===== config.mk =====
export PLATFORM = sky130hd
export DESIGN_NAME = seq_detect_param
export DESIGN_NICKNAME = d
export VERILOG_FILES = /design/src/rtl/seq_detect_param.sv
export SDC_FILE = /design/constraint.sdc
export NUM_CORES = 1
export LEC_CHECK = 0
export BUFFER_PORTS_ARGS = -buffer_cell sky130_fd_sc_hd__clkbuf_2
export CORE_AREA = 2 2 39 41
export CTS_BUF_LIST = sky130_fd_sc_hd__clkbuf_8
export DETAILED_ROUTE_END_ITERATION = 6
export DIE_AREA = 0 0 41 43
export PLACE_DENSITY = 0.88
export SYNTH_ARGS = -nofsm -noshare
export SYNTH_HDL_FRONTEND = slang
export SYNTH_SLANG_ARGS = --single-unit

===== constraint.sdc =====
create_clock -name clk -period 2.49 [get_ports clk]
set_input_delay 0.1245 -clock clk [delete_from_list [all_inputs] [get_ports clk]]
set_output_delay 0.1245 -clock clk [all_outputs]
set_load 0.02 [all_outputs]

===== src/rtl/seq_detect_param.sv =====
// Parametrised serial bit-pattern detector: KMP next-state table built at elaboration,
// Mealy/Moore output selection, overlap policy, input enable and saturating match count.
module seq_detect_param #(
   parameter int unsigned  W       = 4,
   parameter logic [W-1:0] PATTERN = 4'b1011,
   parameter bit           OVERLAP = 1'b1,
   parameter bit           MOORE   = 1'b0,
   parameter int unsigned  CNT_W   = 8
) (
   input  logic             clk,
   input  logic             rst,
   input  logic             en,
   input  logic             x,
   input  logic             clr,
   output logic             y,
   output logic [CNT_W-1:0] match_cnt
);

   localparam int unsigned SW    = $clog2(W + 1);
   localparam int unsigned NENT  = 2 ** (SW + 1);
   localparam int unsigned TBL_W = 2 * W * SW;

   // Bit i of the received sequence (i = 0 is the first bit on the wire)
   function automatic logic pat_bit(input int unsigned i);
      return PATTERN[W - 1 - i];
   endfunction

   // Longest proper border of the pattern
   function automatic int unsigned border_len();
      int unsigned best;
      logic        ok;
      best = 0;
      for (int unsigned len = 1; len < W; len++) begin
         ok = 1'b1;
         for (int unsigned j = 0; j < len; j++)
            if (pat_bit(j) != pat_bit(W - len + j)) ok = 1'b0;
         if (ok) best = len;
      end
      return best;
   endfunction

   // Longest suffix of (prefix of length k, then bit b) that is a prefix; W means match
   function automatic int unsigned step(input int unsigned k, input logic b);
      int unsigned best;
      int unsigned p;
      logic        ok;
      logic        t;
      best = 0;
      for (int unsigned len = 1; len <= k + 1; len++) begin
         ok = 1'b1;
         for (int unsigned j = 0; j < len; j++) begin
            p = k + 1 - len + j;
            t = (p == k) ? b : pat_bit(p);
            if (pat_bit(j) != t) ok = 1'b0;
         end
         if (ok) best = len;
      end
      return best;
   endfunction

   function automatic logic [TBL_W-1:0] build_tbl();
      logic [TBL_W-1:0] t;
      t = '0;
      for (int unsigned k = 0; k < W; k++) begin
         t[(2 * k) * SW +: SW]     = SW'(step(k, 1'b0));
         t[(2 * k + 1) * SW +: SW] = SW'(step(k, 1'b1));
      end
      return t;
   endfunction

   localparam logic [TBL_W-1:0] NXT_TBL  = build_tbl();
   localparam logic [SW-1:0]    MATCH_ST = SW'(W);
   localparam logic [SW-1:0]    POST_ST  = OVERLAP ? SW'(border_len()) : '0;

   if (W < 2 || W > 16) begin : g_bad_w
      $error("seq_detect_param: W must be in 2..16");
   end

   // Table indexed by {state, bit}; unused slots padded so any index is in range
   logic [SW-1:0] nxt_tbl [NENT];
   for (genvar i = 0; i < NENT; i++) begin : g_tbl
      if (i < int'(2 * W)) begin : g_used
         assign nxt_tbl[i] = NXT_TBL[i * SW +: SW];
      end else begin : g_pad
         assign nxt_tbl[i] = '0;
      end
   end

   logic [SW-1:0]    k_q, k_d;
   logic [CNT_W-1:0] cnt_q, cnt_d;
   logic [SW-1:0]    k_eff_c;
   logic [SW-1:0]    nxt_c;
   logic             match_c;

   always_ff @(posedge clk or negedge rst) begin
      if (!rst) begin
         k_q   <= '0;
         cnt_q <= '0;
      end else begin
         k_q   <= k_d;
         cnt_q <= cnt_d;
      end
   end

   // MATCH behaves like the post-match state when choosing the next state
   always_comb begin
      k_eff_c = (k_q == MATCH_ST) ? POST_ST : k_q;
      nxt_c   = nxt_tbl[{k_eff_c, x}];
      match_c = en & (nxt_c == MATCH_ST);
      k_d     = k_q;
      cnt_d   = cnt_q;
      if (en) begin
         if (match_c) k_d = MOORE ? MATCH_ST : POST_ST;
         else         k_d = nxt_c;
      end
      if (clr)                           cnt_d = '0;
      else if (match_c && cnt_q != '1)   cnt_d = cnt_q + CNT_W'(1'b1);
   end

   always_comb begin
      y = 1'b0;
      if (MOORE) y = (k_q == MATCH_ST);
      else       y = match_c;
   end

   assign match_cnt = cnt_q;

endmodule


==> metrics, run 1 <==
Synth Area per Inst about 9.7 um2; CTS buffer count 3; CP startpoint kind flip-flop; Max Slew Vio Count 0; CP arrival 2.39 ns; EDFF count, synth 0; Least-Margin Pin Slew 0.499 ns; share of cells above drive strength 1 between 20 and 30%; Yosys top cell area share between 30% and 40%; CTS root buf clkbuf_8; die height between 40 and 50 um; worst-path fanout max 18; max_cap viols 0; TritonCTS clock tree built; Worst setup EP type flip-flop; synthesized net count just over 80; reg2reg setup slack around 0.26 ns; number of global-route vias before repair 525; Routed WL approximately 1.6 mm; initial antenna violation count 0; RSZ-0062 raised after global routing false; num rows 14; Fmax achieved 0.448 GHz; final clock skew between 0.002 and 0.003 ns; Hold WC Path Type in2reg; Tot GR Track Use roughly a fifth; Leak Pwr around 0.38 nW; I/O pins 14; Layout Nets 99; Synth area leaders dfrtp_1 (39%), ha_1 (7.1%), o21ai_0 (5.0%), inv_1 (4.3%), o2111ai_4 (3.7%); # setup viols final 0; Fillers between 100 and 150; Port Buffers 13; Initial Util 51.0%; Clk Latency, worst-skew pair 0.24 ns; Slew HR approximately 67%; register area share after synthesis 39.0%; First DRT Iteration DRCs 20; die area between 1500 and 2000 um2; PostCTS Resize Cnt 0; grt ovf 0; first-pass GRT wire length about 2.3 mm; Fin Hold WS 0.166 ns; ys flop type dfrtp_1; Post-CTS Hold Fix Bufs 1; CORE AREA about 1400 um2; Fin Setup TNS 0 ns; status finished, final reports clean; Synth area leader dfrtp_1; Post-Syn Area between 700 and 800 um2; Critical Path RT roughly 2.7 ns; critical setup path kind reg2reg; Routed Antenna Nets 0; leading cell types by count after synthesis dfrtp_1 (11), inv_1 (8), o21ai_0 (7); routed len/inst ~15 um; most frequent cell after synthesis dfrtp_1; Max Buffers Root-to-Sink 2; Reg clk slew, reported paths 0.05 ns; ant diodes 0; post-CTS setup buffers 0; number of vias in the routed layout ~630; post-route insts no fill about 110; Distinct cells, synth 26; GPL Wtd Cong 0.765; Layout Area Growth over Synthesis 16.3%; Final min period approximately 2.2 ns; Max VDD drop between 300 and 400 uV; drt pass-1 iters 4; HPWL Detailed 1.06 mm; period utilization between 80% and 90%; final hold violations 0; largest net degree at the start of global routing 19; placed cell count 100; cell count after synthesis 73; synth warn 0; Power Density about 630 nW/um2; Num Clock Sinks 11; # DRC 0; #FFs+latches synth 11; H-tree Lvls 1; asr flop ratio synth 100%; drt via density 6.03; Die W approximately 40 um
-- final timing paths --
kind,from,depth (start not counted),endpoint
min in group asynchronous,rst,2,match_cnt[3]$_DFFE_PN0P_
max reg2reg,k_q[1]$_DFFE_PN0P_,7,match_cnt[5]$_DFFE_PN0P_
min,en,2,k_q[2]$_DFFE_PN0P_
min reg2reg,match_cnt[2]$_DFFE_PN0P_,1,match_cnt[2]$_DFFE_PN0P_
max in group asynchronous,rst,2,k_q[1]$_DFFE_PN0P_
max,k_q[1]$_DFFE_PN0P_,7,match_cnt[5]$_DFFE_PN0P_
-- metrics by stage --
step,setup WS (ns),util (%),total power [W],instance area [um2]
global route,0.142,59.3,0.000548,821
detailed placement,0.318,55.3,0.000335,766
finish,0.260,59.3,0.000516,821
global placement,0.432,55.3,0.000327,766
CTS,0.253,59.3,0.000517,821
floorplan,0.588,-,0.000306,706
-- final cells by class --
type | count | area [um2] | share of cell area (%)
Timing Repair Buffer | 14 | 75.1 | 9.15
Inverter | 8 | 30.0 | 3.66
Multi-Input combinational cell | 52 | 375 | 45.7
Tap cell | 16 | 20.0 | 2.44
Sequential cell | 11 | 275 | 33.5
Clock inverter | 1 | 3.75 | 0.457
Clock buffer | 3 | 41.3 | 5.03
-- logic make-up (layout without fill, tap and decap cells) --
family                     after synthesis  after routing  synth area share, %
AOI/OAI and AO/OA                       24             24                 25.2
adders and majority gates                4              4                 7.09
buffers and inverters                   10             26                 7.80
DFF                                     11             11                 39.0
and+or+nand+nor                         24             24                 20.9
-- layout by cell type (no fill, tap or decap) --
cell type      count
and3_2             1
clkbuf_2          13
or4_1              1
a21oi_1            5
clkbuf_8           3
a41oi_1            1
ha_1               4
a21o_1             1
and4b_2            1
nand4_1            1
or3_2              3
or3b_2             1
dfrtp_1           11
nand3_1            4
dlygate4sd3_1      1
o2111ai_4          1
and2_2             1
o31ai_1            3
o41ai_1            3
nor2_1             2
o21ai_0            7
inv_1              9
or2b_2             1
nand2_1            5
o311ai_0           3
and3_1             1
nand3b_1           2
-- power by group --
group | internal [W] | total [W] | switching, W
Sequential | 0.000197 | 0.000219 | 0.0000228
Clock | 0.000108 | 0.000177 | 0.0000689
Combinational | 0.0000467 | 0.000119 | 0.0000723
-- sequential cells by signal, indices dropped and copies added (netlist names) --
register,count
match_cnt,8
k_q,3
-- metal layers --
| metal | routed length [um] | vias to the layer above | GRT usage [%] |
|---|---|---|---|
| li1 | - | 308 | - |
| met1 | 721 | 306 | 22.8 |
| met2 | 809 | 15 | 33.4 |
| met3 | 41 | 4 | 4.71 |
| met4 | 25 | 0 | 8.00 |
| met5 | 0 | - | 0 |
-- worst max-delay path, cell delays in order, from the launching register on --
cell and delay (ns):
dfrtp_1 0.41, inv_1 0.14, a21o_1 0.20, ha_1 0.16, and4b_2 0.27, o2111ai_4 0.26
or4_1 0.56, a21oi_1 0.16
No activity file was read; power rests on OpenSTA's default activity.
==> inputs of run 2 (changes only) <==
--- a/config.mk
+++ b/config.mk
@@ -5,7 +5,7 @@
 export SDC_FILE = /design/constraint.sdc
 export NUM_CORES = 1
 export LEC_CHECK = 0
-export BUFFER_PORTS_ARGS = -buffer_cell sky130_fd_sc_hd__clkbuf_2
+export BUFFER_PORTS_ARGS = -buffer_cell sky130_fd_sc_hd__buf_2
 export CORE_AREA = 2 2 39 41
 export CTS_BUF_LIST = sky130_fd_sc_hd__clkbuf_8
 export DETAILED_ROUTE_END_ITERATION = 6
==> run 2 against run 1 <==
  * Critical path depth is the same
  * Non-clock buffer count is the same
  * Sequential power is essentially flat
  * Flip-flop and latch count is the same
  * Maximum frequency grew 4.0%
  * Final cell count is the same
  * Sequential share of layout area is the same
  * Wire length shrank 13%
  * Combinational power shrank 4%
  * Utilization is the same
==> metrics, run 2 (same netlist as run 1, synthesis figures left out) <==
Tot GR Track Use 19.0% (was 20.0%); status finished, final reports clean (unchanged); Initial Util 51.0% (unchanged); Fillers 119 (was 122); Worst setup EP type flip-flop (unchanged); First DRT Iteration DRCs 3 (was 20); initial antenna violation count 0 (unchanged); CTS buffer count 3 (unchanged); period utilization 86.1% (was 89.6%); number of vias in the routed layout 604 (was 633); CORE AREA 1380 um2 (unchanged); CP startpoint kind flip-flop (unchanged); clock power share 34.5% (was 34.4%); switching part of the total 30.2% (was 31.8%); routed len/inst 13.2 um (was 15.2 um); drt pass-1 iters 4 (unchanged); Die W 41 um (unchanged); Least-Margin Pin Slew 0.482 ns (was 0.499 ns); Critical Path RT 2.66 ns (was 2.65 ns); sequential power share 42.8% (was 42.5%); Power Density 614 nW/um2 (was 628 nW/um2); Final min period 2.14 ns (was 2.23 ns); Layout Area Growth over Synthesis 16.3% (unchanged); NetSw 0.000152 W (was 0.000164 W); Clk Latency, worst-skew pair 0.24 ns (about the same); Routed WL 1.39 mm (was 1.60 mm); Hold WC Path Type in2reg (unchanged); Routed Antenna Nets 0 (unchanged); ant diodes 0 (unchanged); num rows 14 (unchanged); Port Buffers 13 (unchanged); GPL Wtd Cong 0.781 (was 0.765); final clock skew 0.00215 ns (was 0.00282 ns); grt ovf 0 (unchanged); DP Area 766 um2 (unchanged); number of global-route vias before repair 517 (was 525); Max VDD drop 302 uV (was 347 uV); final hold violations 0 (unchanged); design area 821 um2 (unchanged); H-tree Lvls 1 (unchanged); largest net degree at the start of global routing 19 (unchanged); Fmax achieved 0.466 GHz (was 0.448 GHz); most common cell after layout, fill and taps aside buf_2 (was clkbuf_2); HPWL Detailed 1.04 mm (was 1.06 mm); drt via density 5.75 (was 6.03); Leak Pwr 0.386 nW (was 0.378 nW); Reg clk slew, reported paths 0.05 ns (about the same); CP arrival 2.31 ns (was 2.39 ns); die area 1760 um2 (unchanged); most frequent cells in the layout buf_2 (13), dfrtp_1 (11), inv_1 (9) (was clkbuf_2 (13), dfrtp_1 (11), inv_1 (9)); worst-path fanout max 18 (unchanged); Fin Setup TNS 0 ns (unchanged); Num Clock Sinks 11 (unchanged); share of power burned in combinational logic 22.7% (was 23.1%); max FFs per register 8 (unchanged); RSZ-0062 raised after global routing false (unchanged); Max Buffers Root-to-Sink 2 (unchanged); Max Slew Vio Count 0 (unchanged); CTS root buf clkbuf_8 (unchanged); TritonCTS clock tree built (unchanged); # DRC 0 (unchanged); post-CTS setup buffers 0 (unchanged); cell internal pwr 0.000352 W (about the same); max_cap viols 0 (unchanged); Layout Nets 99 (unchanged); # setup viols final 0 (unchanged); first-pass GRT wire length 2.19 mm (was 2.32 mm); share of cells above drive strength 1 28.1% (unchanged); Slew HR 67.7% (was 66.6%); die height 43 um (unchanged); I/O pins 14 (unchanged); critical setup path kind reg2reg (unchanged)
==> run 2: power groups by stage <==
stage,Combinational [W],Sequential (W),Clock (W)
after floorplan,0.0000906,0.000215,0
after global placement,0.000110,0.000217,0
after detailed placement,0.000115,0.000219,0
after CTS,0.000116,0.000216,0.000181
after global routing,0.000130,0.000219,0.000192
final,0.000114,0.000216,0.000174
==> run 2: final timing paths <==
check	startpoint	endpoint	slack, ns	depth (start not counted)
max	k_q[1]$_DFFE_PN0P_	match_cnt[5]$_DFFE_PN0P_	0.35	7
min	clr	match_cnt[5]$_DFFE_PN0P_	0.15	2
max reg2reg	k_q[1]$_DFFE_PN0P_	match_cnt[5]$_DFFE_PN0P_	0.35	7
min reg2reg	match_cnt[2]$_DFFE_PN0P_	match_cnt[2]$_DFFE_PN0P_	0.53	1
max in group asynchronous	rst	match_cnt[3]$_DFFE_PN0P_	2.00	2
min in group asynchronous	rst	match_cnt[7]$_DFFE_PN0P_	0.28	2
==> run 2: cell type report <==
| class | instances | area, um2 | area share [%] |
|---|---|---|---|
| inverter | 8 | 30.0 | 3.66 |
| clock buffer | 3 | 41.3 | 5.03 |
| multi-input combinational | 52 | 375 | 45.7 |
| tap | 16 | 20.0 | 2.44 |
| sequential | 11 | 275 | 33.5 |
| timing repair buffer | 14 | 75.1 | 9.15 |
| clock inverter | 1 | 3.75 | 0.457 |
==> run 2: timing repair <==
item / 4_1_cts / 5_1_grt
gates resized for setup: 0 / 0
endpoints found under the hold margin: 11 / 0
setup endpoints to repair: 0 / 0
hold buffers: 1 / 0
==> run 2: worst max-delay path, cell delays in order, from the launching register on <==
cell and delay, ns:
dfrtp_1 0.40, inv_1 0.11, a21o_1 0.17, ha_1 0.15, and4b_2 0.27, o2111ai_4 0.26
or4_1 0.56, a21oi_1 0.14
==> run 2: metrics by stage <==
step                utilization, %  worst slack [ns]  hold WS (ns)  total power (W)  instances
finish                        59.3             0.345         0.145         0.000504        105
global route                  59.3             0.200         0.148         0.000541        105
CTS                           59.3             0.347         0.142         0.000514        105
detailed placement            55.3             0.362        0.0101         0.000334        100
global placement              55.3             0.434     -0.000165         0.000327        100
floorplan                        -             0.588        -0.171         0.000306         73
==> run 2: metal layers <==
| layer | GRT usage, % | wire, um |
|---|---|---|
| met1 | 23.6 | 647 |
| met2 | 27.8 | 683 |
| met3 | 4.71 | 35 |
| met4 | 12.0 | 19 |
| met5 | 0 | 0 |
==> inputs of run 3 (changes only) <==
--- a/config.mk
+++ b/config.mk
@@ -6,11 +6,10 @@
 export NUM_CORES = 1
 export LEC_CHECK = 0
 export BUFFER_PORTS_ARGS = -buffer_cell sky130_fd_sc_hd__buf_2
-export CORE_AREA = 2 2 39 41
+export CORE_UTILIZATION = 36
 export CTS_BUF_LIST = sky130_fd_sc_hd__clkbuf_8
 export DETAILED_ROUTE_END_ITERATION = 6
-export DIE_AREA = 0 0 41 43
-export PLACE_DENSITY = 0.88
+export PLACE_DENSITY = 0.67
 export SYNTH_ARGS = -nofsm -noshare
 export SYNTH_HDL_FRONTEND = slang
 export SYNTH_SLANG_ARGS = --single-unit
==> run 3 against run 2 <==
  * Count of clock-buffer cells in the layout unchanged
  * Non-clock buffer count is the same
  * Die area up 21%
  * Maximum frequency down 0.79%
  * First-iteration DRC count increased by 130%
  * Sequential power about the same
  * Power rose by 2.1%
  * Sequential share of layout area shrank 0.45 points
  * Combinational power is 4% higher
  * Clock skew increased by 0.0030 ns
  * Via count is 5.6% higher
==> metrics, run 3 (same netlist as run 1, synthesis figures left out) <==
number of vias in the routed layout 638 (was 604); Leak Pwr 0.386 nW (unchanged); critical setup path kind reg2reg (unchanged); Worst setup EP type flip-flop (unchanged); Setup WS post-layout 0.328 ns (was 0.345 ns); Slew HR 68.4% (was 67.7%); Critical Path RT 2.66 ns (about the same); die area 2140 um2 (was 1760 um2); CTS buffer count 3 (unchanged); Final min period 2.16 ns (was 2.14 ns); grt ovf 0 (unchanged); Crit. Startpoint k_q[1]$_DFFE_PN0P_ (unchanged); Num Clock Sinks 11 (unchanged); GPL Wtd Cong 0.772 (was 0.781); initial antenna violation count 0 (unchanged); reg2reg end match_cnt[5]$_DFFE_PN0P_ (unchanged); Max VDD drop 354 uV (was 302 uV); # DRC 0 (unchanged); Reg clk slew, reported paths 0.05 ns (about the same); Fin Setup TNS 0 ns (unchanged); hold endpoint match_cnt[5]$_DFFE_PN0P_ (unchanged); Port Buffers 13 (unchanged); Die W 46.3 um (was 41 um); Power Density 618 nW/um2 (was 614 nW/um2); Least-Margin Pin Slew 0.473 ns (was 0.482 ns); Hold Path Origin clr (unchanged); number of global-route vias before repair 557 (was 517); HPWL Detailed 1.04 mm (about the same); Max Buffers Root-to-Sink 2 (unchanged); die height 46.3 um (was 43 um); max_cap viols 0 (unchanged); CP startpoint kind flip-flop (unchanged); status finished, final reports clean (unchanged); max FFs per register 8 (unchanged); R2R depth 7 (unchanged); I/O pins 14 (unchanged); num rows 15 (was 14); Fmax achieved 0.463 GHz (was 0.466 GHz); final clock skew 0.00520 ns (was 0.00215 ns); H-tree Lvls 1 (unchanged); share of cells above drive strength 1 28.1% (unchanged); CTS root buf clkbuf_8 (unchanged); TritonCTS clock tree built (unchanged); Initial Util 39.6% (was 51.0%); First DRT Iteration DRCs 7 (was 3); CP arrival 2.33 ns (was 2.31 ns); Clk Latency, worst-skew pair 0.24 ns (about the same); Max Slew Vio Count 0 (unchanged); Place WS 0.325 ns (was 0.362 ns); Tot GR Track Use 17.3% (was 19.0%); reg2reg setup slack 0.33 ns (was 0.35 ns); Min-Delay Path Depth 2 (unchanged); most common cell after layout, fill and taps aside buf_2 (unchanged); first-pass GRT wire length 2.52 mm (was 2.19 mm); Routed Antenna Nets 0 (unchanged); routed len/inst 12.6 um (was 13.2 um); Routed WL 1.44 mm (was 1.39 mm); Layout Nets 99 (unchanged); post-CTS setup buffers 0 (unchanged); worst-path fanout max 18 (unchanged); final hold violations 0 (unchanged); largest net degree at the start of global routing 19 (unchanged); period utilization 86.8% (was 86.1%); RSZ-0062 raised after global routing false (unchanged); # setup viols final 0 (unchanged); CORE AREA 1780 um2 (was 1380 um2); most frequent cells in the layout buf_2 (13), dfrtp_1 (11), inv_1 (9) (unchanged); Hold WC Path Type in2reg (unchanged); RR Startpoint k_q[1]$_DFFE_PN0P_ (unchanged); ant diodes 0 (unchanged); drt pass-1 iters 4 (unchanged); drt via density 5.60 (was 5.75); Layout Area Growth over Synthesis 17.9% (was 16.3%)
## run 3: per-stage QoR
stage / total power (W) / hold WS [ns] / area (um2) / std cells / util [%]
floorplan: 0.000306 / -0.171 / 706 / 73 / -
global placement: 0.000330 / 0.00667 / 777 / 109 / 43.6
detailed placement: 0.000335 / 0.0115 / 777 / 109 / 43.6
CTS: 0.000517 / 0.144 / 832 / 114 / 46.7
global route: 0.000547 / 0.155 / 832 / 114 / 46.7
finish: 0.000514 / 0.145 / 832 / 114 / 46.7
## run 3: timing repair
item / CTS / global route
resized for setup: 0 / 0
hold buffers: 1 / 0
endpoints found under the hold margin: 11 / 0
setup endpoints to repair: 0 / 0
## run 3: worst max path at each step
stage / to / slack [ns] / depth (start not counted)
finish: match_cnt[5]$_DFFE_PN0P_ / 0.33 / 7
global route: match_cnt[5]$_DFFE_PN0P_ / 0.16 / 7
CTS: match_cnt[5]$_DFFE_PN0P_ / 0.31 / 7
detailed placement: match_cnt[5]$_DFFE_PN0P_ / 0.33 / 7
global placement: match_cnt[5]$_DFFE_PN0P_ / 0.41 / 7
floorplan: match_cnt[5]$_DFFE_PN0P_ / 0.59 / 7
## run 3: per-layer routing
metal	routed length, um	vias to the layer above	global-route usage [%]
met5	0	-	0
met4	26	0	8.82
met3	61	4	5.88
met2	658	14	27.0
met1	690	311	20.8
li1	-	309	-
## run 3: worst max-delay path: stages (launching register included)
cell,delay (ns)
dfrtp_1,0.41
inv_1,0.12
a21o_1,0.17
ha_1,0.15
and4b_2,0.28
o2111ai_4,0.25
or4_1,0.56
a21oi_1,0.15
## run 3: layout make-up
cell class	count	area [um2]
clock inverter	1	3.75
sequential	11	275
tap	25	31.3
inverter	8	30.0
timing repair buffer	14	75.1
multi-input combinational	52	375
fill	177	951
clock buffer	3	41.3
## run 3: power breakdown
part / internal, W / switching, W / leakage, nW
clock: 0.000109 / 0.0000705 / 0.0269
sequential: 0.000197 / 0.0000210 / 0.149
combinational: 0.0000473 / 0.0000703 / 0.210
total: 0.000352 / 0.000162 / 0.386
